===== src/rtl/mem_port_arbiter.sv =====
// mem_port_arbiter: round-robin arbiter sharing one single-port block RAM between two req/ack ports
module mem_port_arbiter #(
  parameter int AW = 4,
  parameter int DW = 16,
  parameter int RD_LAT = 1
) (
  input  logic          clk_g,
  input  logic          rst,
  input  logic          req0,
  input  logic          we0,
  input  logic [AW-1:0] addr0,
  input  logic [DW-1:0] wdata0,
  output logic          ack0,
  output logic [DW-1:0] rdata0,
  input  logic          req1,
  input  logic          we1,
  input  logic [AW-1:0] addr1,
  input  logic [DW-1:0] wdata1,
  output logic          ack1,
  output logic [DW-1:0] rdata1,
  input  logic [DW-1:0] mem_douta,
  output logic          mem_ena,
  output logic          mem_wea,
  output logic [AW-1:0] mem_addra,
  output logic [DW-1:0] mem_dina,
  output logic          busy
);
  typedef enum logic [1:0] {IDLE, ISSUE, WAIT, ACK} state_t;
  state_t state, state_n;
  logic sel, sel_n, last, last_n, gnt, we_g;
  logic [1:0] cnt, cnt_n;
  logic ack0_n, ack1_n, ena_n, wea_n, busy_n;
  logic [DW-1:0] rdata0_n, rdata1_n, dina_n;
  logic [AW-1:0] addra_n;
  assign gnt = (req0 && req1) ? !last : req1;
  assign we_g = gnt ? we1 : we0;
  // Next-state and next-output logic; every output is registered below
  always_comb begin
    state_n = state;
    sel_n = sel;
    last_n = last;
    cnt_n = cnt;
    ack0_n = 1'b0;
    ack1_n = 1'b0;
    ena_n = 1'b0;
    wea_n = 1'b0;
    addra_n = mem_addra;
    dina_n = mem_dina;
    rdata0_n = rdata0;
    rdata1_n = rdata1;
    case (state)
      IDLE: if (req0 || req1) begin
        sel_n = gnt;
        last_n = gnt;
        state_n = ISSUE;
        ena_n = 1'b1;
        wea_n = we_g;
        addra_n = gnt ? addr1 : addr0;
        dina_n = we_g ? (gnt ? wdata1 : wdata0) : '0;
      end
      ISSUE: if (mem_wea) begin
        state_n = ACK;
        ack0_n = !sel;
        ack1_n = sel;
      end else begin
        state_n = WAIT;
        cnt_n = 2'(RD_LAT - 1);
      end
      WAIT: if (cnt != 2'd0) cnt_n = cnt - 2'd1;
      else begin
        state_n = ACK;
        ack0_n = !sel;
        ack1_n = sel;
        rdata0_n = sel ? rdata0 : mem_douta;
        rdata1_n = sel ? mem_douta : rdata1;
      end
      ACK: state_n = IDLE;
    endcase
    busy_n = state_n != IDLE;
  end
  // State and output registers; reset abandons any in-flight op and favours port 0 next
  always_ff @(posedge clk_g) begin
    if (rst) begin
      state <= IDLE;
      sel <= 1'b0;
      last <= 1'b1;
      cnt <= '0;
      ack0 <= 1'b0;
      ack1 <= 1'b0;
      rdata0 <= '0;
      rdata1 <= '0;
      mem_ena <= 1'b0;
      mem_wea <= 1'b0;
      mem_addra <= '0;
      mem_dina <= '0;
      busy <= 1'b0;
    end else begin
      state <= state_n;
      sel <= sel_n;
      last <= last_n;
      cnt <= cnt_n;
      ack0 <= ack0_n;
      ack1 <= ack1_n;
      rdata0 <= rdata0_n;
      rdata1 <= rdata1_n;
      mem_ena <= ena_n;
      mem_wea <= wea_n;
      mem_addra <= addra_n;
      mem_dina <= dina_n;
      busy <= busy_n;
    end
  end
endmodule

===== config.mk =====
export PLATFORM = sky130hd
export DESIGN_NAME = mem_port_arbiter
export DESIGN_NICKNAME = d
export VERILOG_FILES = /design/src/rtl/mem_port_arbiter.sv
export SDC_FILE = /design/constraint.sdc
export NUM_CORES = 1
export LEC_CHECK = 0
export CAP_MARGIN = 20
export CORE_MARGIN = 2
export CORE_UTILIZATION = 42
export CTS_BUF_LIST = sky130_fd_sc_hd__clkbuf_8 sky130_fd_sc_hd__clkbuf_16
export DETAILED_ROUTE_END_ITERATION = 6
export PLACE_DENSITY_LB_ADDON = 0.12
export SYNTH_ARGS = -nofsm -noshare
export SYNTH_HDL_FRONTEND = slang
export SYNTH_SLANG_ARGS = --single-unit
export TNS_END_PERCENT = 100

===== constraint.sdc =====
create_clock -name clk_g -period 1.7 [get_ports clk_g]
set_input_delay 0.51 -clock clk_g [delete_from_list [all_inputs] [get_ports clk_g]]
set_output_delay 0.51 -clock clk_g [all_outputs]
set_load 0.01 [all_outputs]

# [After elaboration in Yosys (flattened, before gate mapping)]
# Index checks and enable logic that the tools add are counted.
[classes] n_addsub=1 n_eq_ne=5 n_mux=19 bitwise_logic=4 reduce_logical=14
[op_table] op="16-bit two-way mux" count=2
[op_table] op="3-bit AND reduction" count=3
[op_table] op="1-bit two-way mux" count=8
[op_table] op="2-bit two-way mux" count=4
[op_table] op="2-bit one-hot mux with 4 select lines" count=1
[op_table] op="2-bit nonzero test" count=3
[op_table] op="2-bit == test, second input constant" count=2
[op_table] op="4-bit two-way mux" count=1
[op_table] op="2-bit inequality test, second input constant" count=2
[op_table] op="1-bit NOT" count=4
[op_table] op="1-bit one-hot mux with 2 select lines" count=2
[op_table] op="2-bit one-hot mux with 2 select lines" count=1
[op_table] op="3-bit OR reduction" count=1
[op_table] op="2-bit by 1-bit == test with 1-bit output, second input constant" count=1
[op_table] op="1-bit logical NOT" count=2
[op_table] op="2-bit logical NOT" count=1
[op_table] op="2-bit AND reduction" count=1
[op_table] op="2-bit OR reduction" count=1
[op_table] op="2-bit by 1-bit subtractor with 2-bit output, second input constant" count=1
[op_table] op="1-bit logical AND" count=1
[op_table] op="1-bit logical OR" count=1
[totals] register_bits=63 out_inout_bits=57 wordCells=56

# [Logic depth before layout (Yosys ltp)]
# Gate-level depths: netlist (run 1).
[logic_depth] depth_word=4 ltp_mapped=8 depth_no_buf=5

# [Worst setup path after synthesis (run 1)]
# No wires, ideal clock.
[synth_path] kind="in2reg" from="input req0" to="register mem_dina[10]" arrival_ns=1.380 required_time_ns=1.568 path_slack_ns=0.188 stages=6 path_buffers=3 cell_sequence="clkbuf_2 -> o21ai_0 -> nand2b_1 -> clkbuf_1 -> buf_2 -> o32ai_1"
[synth_between] elab_chain_cells=4
[synth_lines] element="from (decl)" line="9" source="input logic req0,"
[synth_lines] element="1-bit logical AND" line="35" source="assign gnt = (req0 && req1) ? !last : req1;"
[synth_lines] element="1-bit two-way mux" line="35"
[synth_lines] element="16-bit two-way mux / 1-bit two-way mux (equally long branches)" line="59, 36"
[synth_lines] element="16-bit two-way mux" line="59" source="dina_n = we_g ? (gnt ? wdata1 : wdata0) : '0;"
[synth_lines] element="to (signal assigned)" line="109" source="mem_dina <= dina_n;"
[synth_lines] element="to (decl)" line="25" source="output logic [DW-1:0] mem_dina,"
# Parallel ways exist; a longest one is shown, timed or not.
# A chain may end at the register's enable or synchronous reset.

# [Worst setup path after layout (run 1)]
[layout_path] from="input req1" to="register mem_dina[4]"
[layout_between] elab_chain_cells=4
[layout_lines] element="from (decl)" line="15" source="input logic req1,"
[layout_lines] element="1-bit logical AND" line="35"
[layout_lines] element="1-bit two-way mux" line="35"
[layout_lines] element="16-bit two-way mux / 1-bit two-way mux (equally long branches)" line="59, 36"
[layout_lines] element="16-bit two-way mux" line="59"
# Parallel ways exist; a longest one is shown, timed or not.

==> flow_metrics.env, run 1 <==
export IMPL_cts_sinks=63
export IMPL_status="completed"
export IMPL_switching_power_mw=1.492
export IMPL_wire_per_inst_um=13.68
export IMPL_clk_pin_slew_ns=0.07
export IMPL_finalCritPeriodShare_pct=91.05
export IMPL_path_cells="clkdlybuf4s50_1 -> a21boi_4 -> buf_12 -> mux2i_1 -> o32ai_1"
export IMPL_worst_pin_slew_ns=0.2927
export IMPL_ys_flop_type="dfxtp_1"
export IMPL_place_hpwl_um=5059
export IMPL_yosysUniqueCellTypes=33
export IMPL_cpMaxStageDelayCell="clkdlybuf4s50_1"
export IMPL_synthToLayoutAreaGrowth_pct=58.30
export IMPL_ctsRootBufferMaster="clkbuf_8"
export IMPL_grt_overflow_total=0
export IMPL_cts_tree="yes"
export IMPL_mostFrequentLayoutCells="64 x nand2_1, 62 x dfxtp_1, 61 x clkdlybuf4s50_1"
export IMPL_route_antenna_remaining_nets=0
export IMPL_crit_arrival_ns=1.76
export IMPL_yosysWarnings=0
export IMPL_drt_wl_total_um=6950
export IMPL_min_period_ns=1.548
export IMPL_clock_path_buffers=2
export IMPL_dp_cells=492
export IMPL_hold_class="reg2reg"
export IMPL_die_area_mm2=0.006967
export IMPL_async_flop_share_pct=0
export IMPL_fp_dieW_um=83.47
export IMPL_drive_above_1_share_pct=9.007
export IMPL_ios=119
export IMPL_required_ns=1.91
export IMPL_fin_cells=508
export IMPL_pwr_share_seq_pct=37.5
export IMPL_postCtsHoldBufs=0
export IMPL_wl_met1_um=2904
export IMPL_grt_pass1_wl_um=11520
export IMPL_drtPass1Iterations=4
export IMPL_r2r_end="mem_dina[9]"
export IMPL_wl_met2_um=3308
export IMPL_slew_headroom_pct=80.42
export IMPL_path_max_fanout=22
export IMPL_vias=2501
export IMPL_grt_pass1_vias=2491
export IMPL_p_int_mw=3.408
export IMPL_crit_path_end_kind="flip-flop"
export IMPL_numPortBuffers=118
export IMPL_highest_signal_layer="met4"
export IMPL_switching_share_pct=30.44
export IMPL_slew_violations=0
export IMPL_hold_end="rdata0[7]"
export IMPL_p_comb_share_pct=32.4
export IMPL_cts_buffers_inserted=9
export IMPL_min_delay_start="rdata0[7]"
export IMPL_clk_latency_ns=0.33
export IMPL_htreeDepth=3
export IMPL_viasPerCell=4.923
export IMPL_r2r_cells=6
export IMPL_crit_type="in2reg"
export IMPL_power_density_mw_per_mm2=1167
export IMPL_hold_viol=0
export IMPL_dr_first_iter_drc_count=100
export IMPL_timing_rr_start="state[0]"
export IMPL_avgSynthCellArea_um2=8.725
export IMPL_synth_edf_count=0
export IMPL_track_usage_pct=20.06
export IMPL_num_antenna_cells=0
export IMPL_finalSetupViolations=0
export IMPL_wl_met3_um=594
export IMPL_place_gp_congestion=0.8362
export IMPL_ir_worst_vdd_mv=0.6796
export IMPL_grt_max_degree=23
export IMPL_die_h_um=83.47
export IMPL_synth_seq_cells=63
export IMPL_drc_errors=0
export IMPL_ys_seq_area_share_pct=47.55
export IMPL_finish_utilization_pct=69.68
export IMPL_cap_viol_max_count=0
export IMPL_rsz0062_at_grt="false"
export IMPL_hold_depth=2
export IMPL_start_kind="input port"
export IMPL_start_util_pct=44.02
export IMPL_layout_commonest_cell="nand2_1"
export IMPL_nets=496
export IMPL_fmax_mhz=646.1
export IMPL_syn_cell_area_mm2=0.002653
export IMPL_post_cts_buffers=0
export IMPL_core_area_mm2=0.006026
export IMPL_synth_cells=304
export IMPL_antenna_found_initial=0
export IMPL_cts_resized=53
export IMPL_cpPeakStageDelay_ns=0.51
export IMPL_rows=28
export IMPL_cellLeakagePower_nw=1.862
export IMPL_reg2reg_slack_ns=0.21
export IMPL_clock_power_share_pct=30.1
export IMPL_synth_fp_nets=372
export IMPL_fin_skew_ns=0.007166
export IMPL_fillers=514
[power groups by stage]
stage | clock network [mW] | registers [mW] | logic (mW)
5_1_grt | 1.57 | 1.87 | 1.76
4_1_cts | 1.50 | 1.84 | 1.61
2_1_floorplan | 0 | 1.95 | 0.777
3_3_place_gp | 0 | 1.87 | 1.68
6_report | 1.47 | 1.84 | 1.59
3_5_place_dp | 0 | 1.87 | 1.71
[through the flow]
step	cell area (um^2)	TNS (ns)	total power, mW	setup WS, ns	hold slack [ns]
2_1_floorplan	2653	0	2.726	0.1883	0.4496
3_3_place_gp	4009	-3.756	3.547	-0.1533	0.4415
3_5_place_dp	4009	-4.284	3.582	-0.1967	0.4460
4_1_cts	4178	0	4.954	0.0005935	0.4531
5_1_grt	4199	0	5.199	0.06715	0.4758
6_report	4199	0	4.899	0.1522	0.4497
[Yosys cell counts (3+ instances only)]
master / n / share of area (%)
nor2_1: 8 / 1.1
dfxtp_1: 63 / 48
nor3_1: 3 / 0.57
clkbuf_1: 12 / 1.7
o32ai_1: 16 / 5.3
mux2i_1: 20 / 7.5
ha_1: 6 / 2.8
nand2_1: 64 / 9.1
nand2b_1: 4 / 0.94
nand3_1: 3 / 0.57
and2_1: 16 / 3.8
buf_2: 5 / 0.94
o21ai_0: 3 / 0.57
a211oi_1: 4 / 1.1
a21oi_1: 37 / 7.0
inv_1: 21 / 3.0
[worst max-delay path: cells and delay by family]
family / cells / cell delay [ns]
compound gates: 2 / 0.30
buf+inv: 2 / 0.72
mux: 1 / 0.22
[routing by layer]
metal,GRT usage (%),vias to the layer above
met1,24.13,1138
li1,-,1274
met5,0,-
met3,7.221,13
met4,7.918,0
met2,32.77,76
[sequential cells by signal, summed over array words and instances, names as in the netlist]
register / cells
state: 2
ack1: 1
rdata1: 16
cnt: 2
mem_dina: 16
mem_addra: 4
busy: 1
ack0: 1
mem_ena: 1
mem_wea: 1
last: 1
rdata0: 16
sel: 1
[kinds of logic after synthesis]
logic type / synth area share, %
buffers and inverters: 7.264
DFF: 47.55
AOI/OAI and AO/OA: 17.17
adders and majority gates: 2.830
and+or+nand+nor: 17.64
muxes: 7.547
[worst max path at each step]
stage               startpoint      endpoint  slack, ns  cells past startpoint
global route              req1  mem_addra[3]       0.07                      5
floorplan                 req0  mem_dina[10]       0.19                      6
finish                    req1   mem_dina[4]       0.15                      5
global placement          req1  mem_addra[3]      -0.15                      5
detailed placement        req1  mem_addra[0]      -0.20                      5
CTS                  rdata0[1]     rdata0[1]     0.0006                      1
[final cells by class]
cell class | instances | area, um^2 | area share (%)
repair buffers | 134 | 1328 | 31.61
flip-flops and latches | 63 | 1262 | 30.07
multi-input cells | 199 | 1206 | 28.72
clock buffers | 11 | 151.4 | 3.605
well taps | 75 | 93.84 | 2.235
clock inverters | 5 | 78.83 | 1.877
inverters | 21 | 78.83 | 1.877
Power figures use the tool's default switching activity.
==> inputs of run 2 (changes only) <==
--- a/config.mk
+++ b/config.mk
@@ -10,6 +10,7 @@
 export CORE_UTILIZATION = 42
 export CTS_BUF_LIST = sky130_fd_sc_hd__clkbuf_8 sky130_fd_sc_hd__clkbuf_16
 export DETAILED_ROUTE_END_ITERATION = 6
+export HOLD_SLACK_MARGIN = 0.15
 export PLACE_DENSITY_LB_ADDON = 0.12
 export SYNTH_ARGS = -nofsm -noshare
 export SYNTH_HDL_FRONTEND = slang
==> results of run 2 <==
No change in the layout: final DEF, timing and power equal those of run 1.
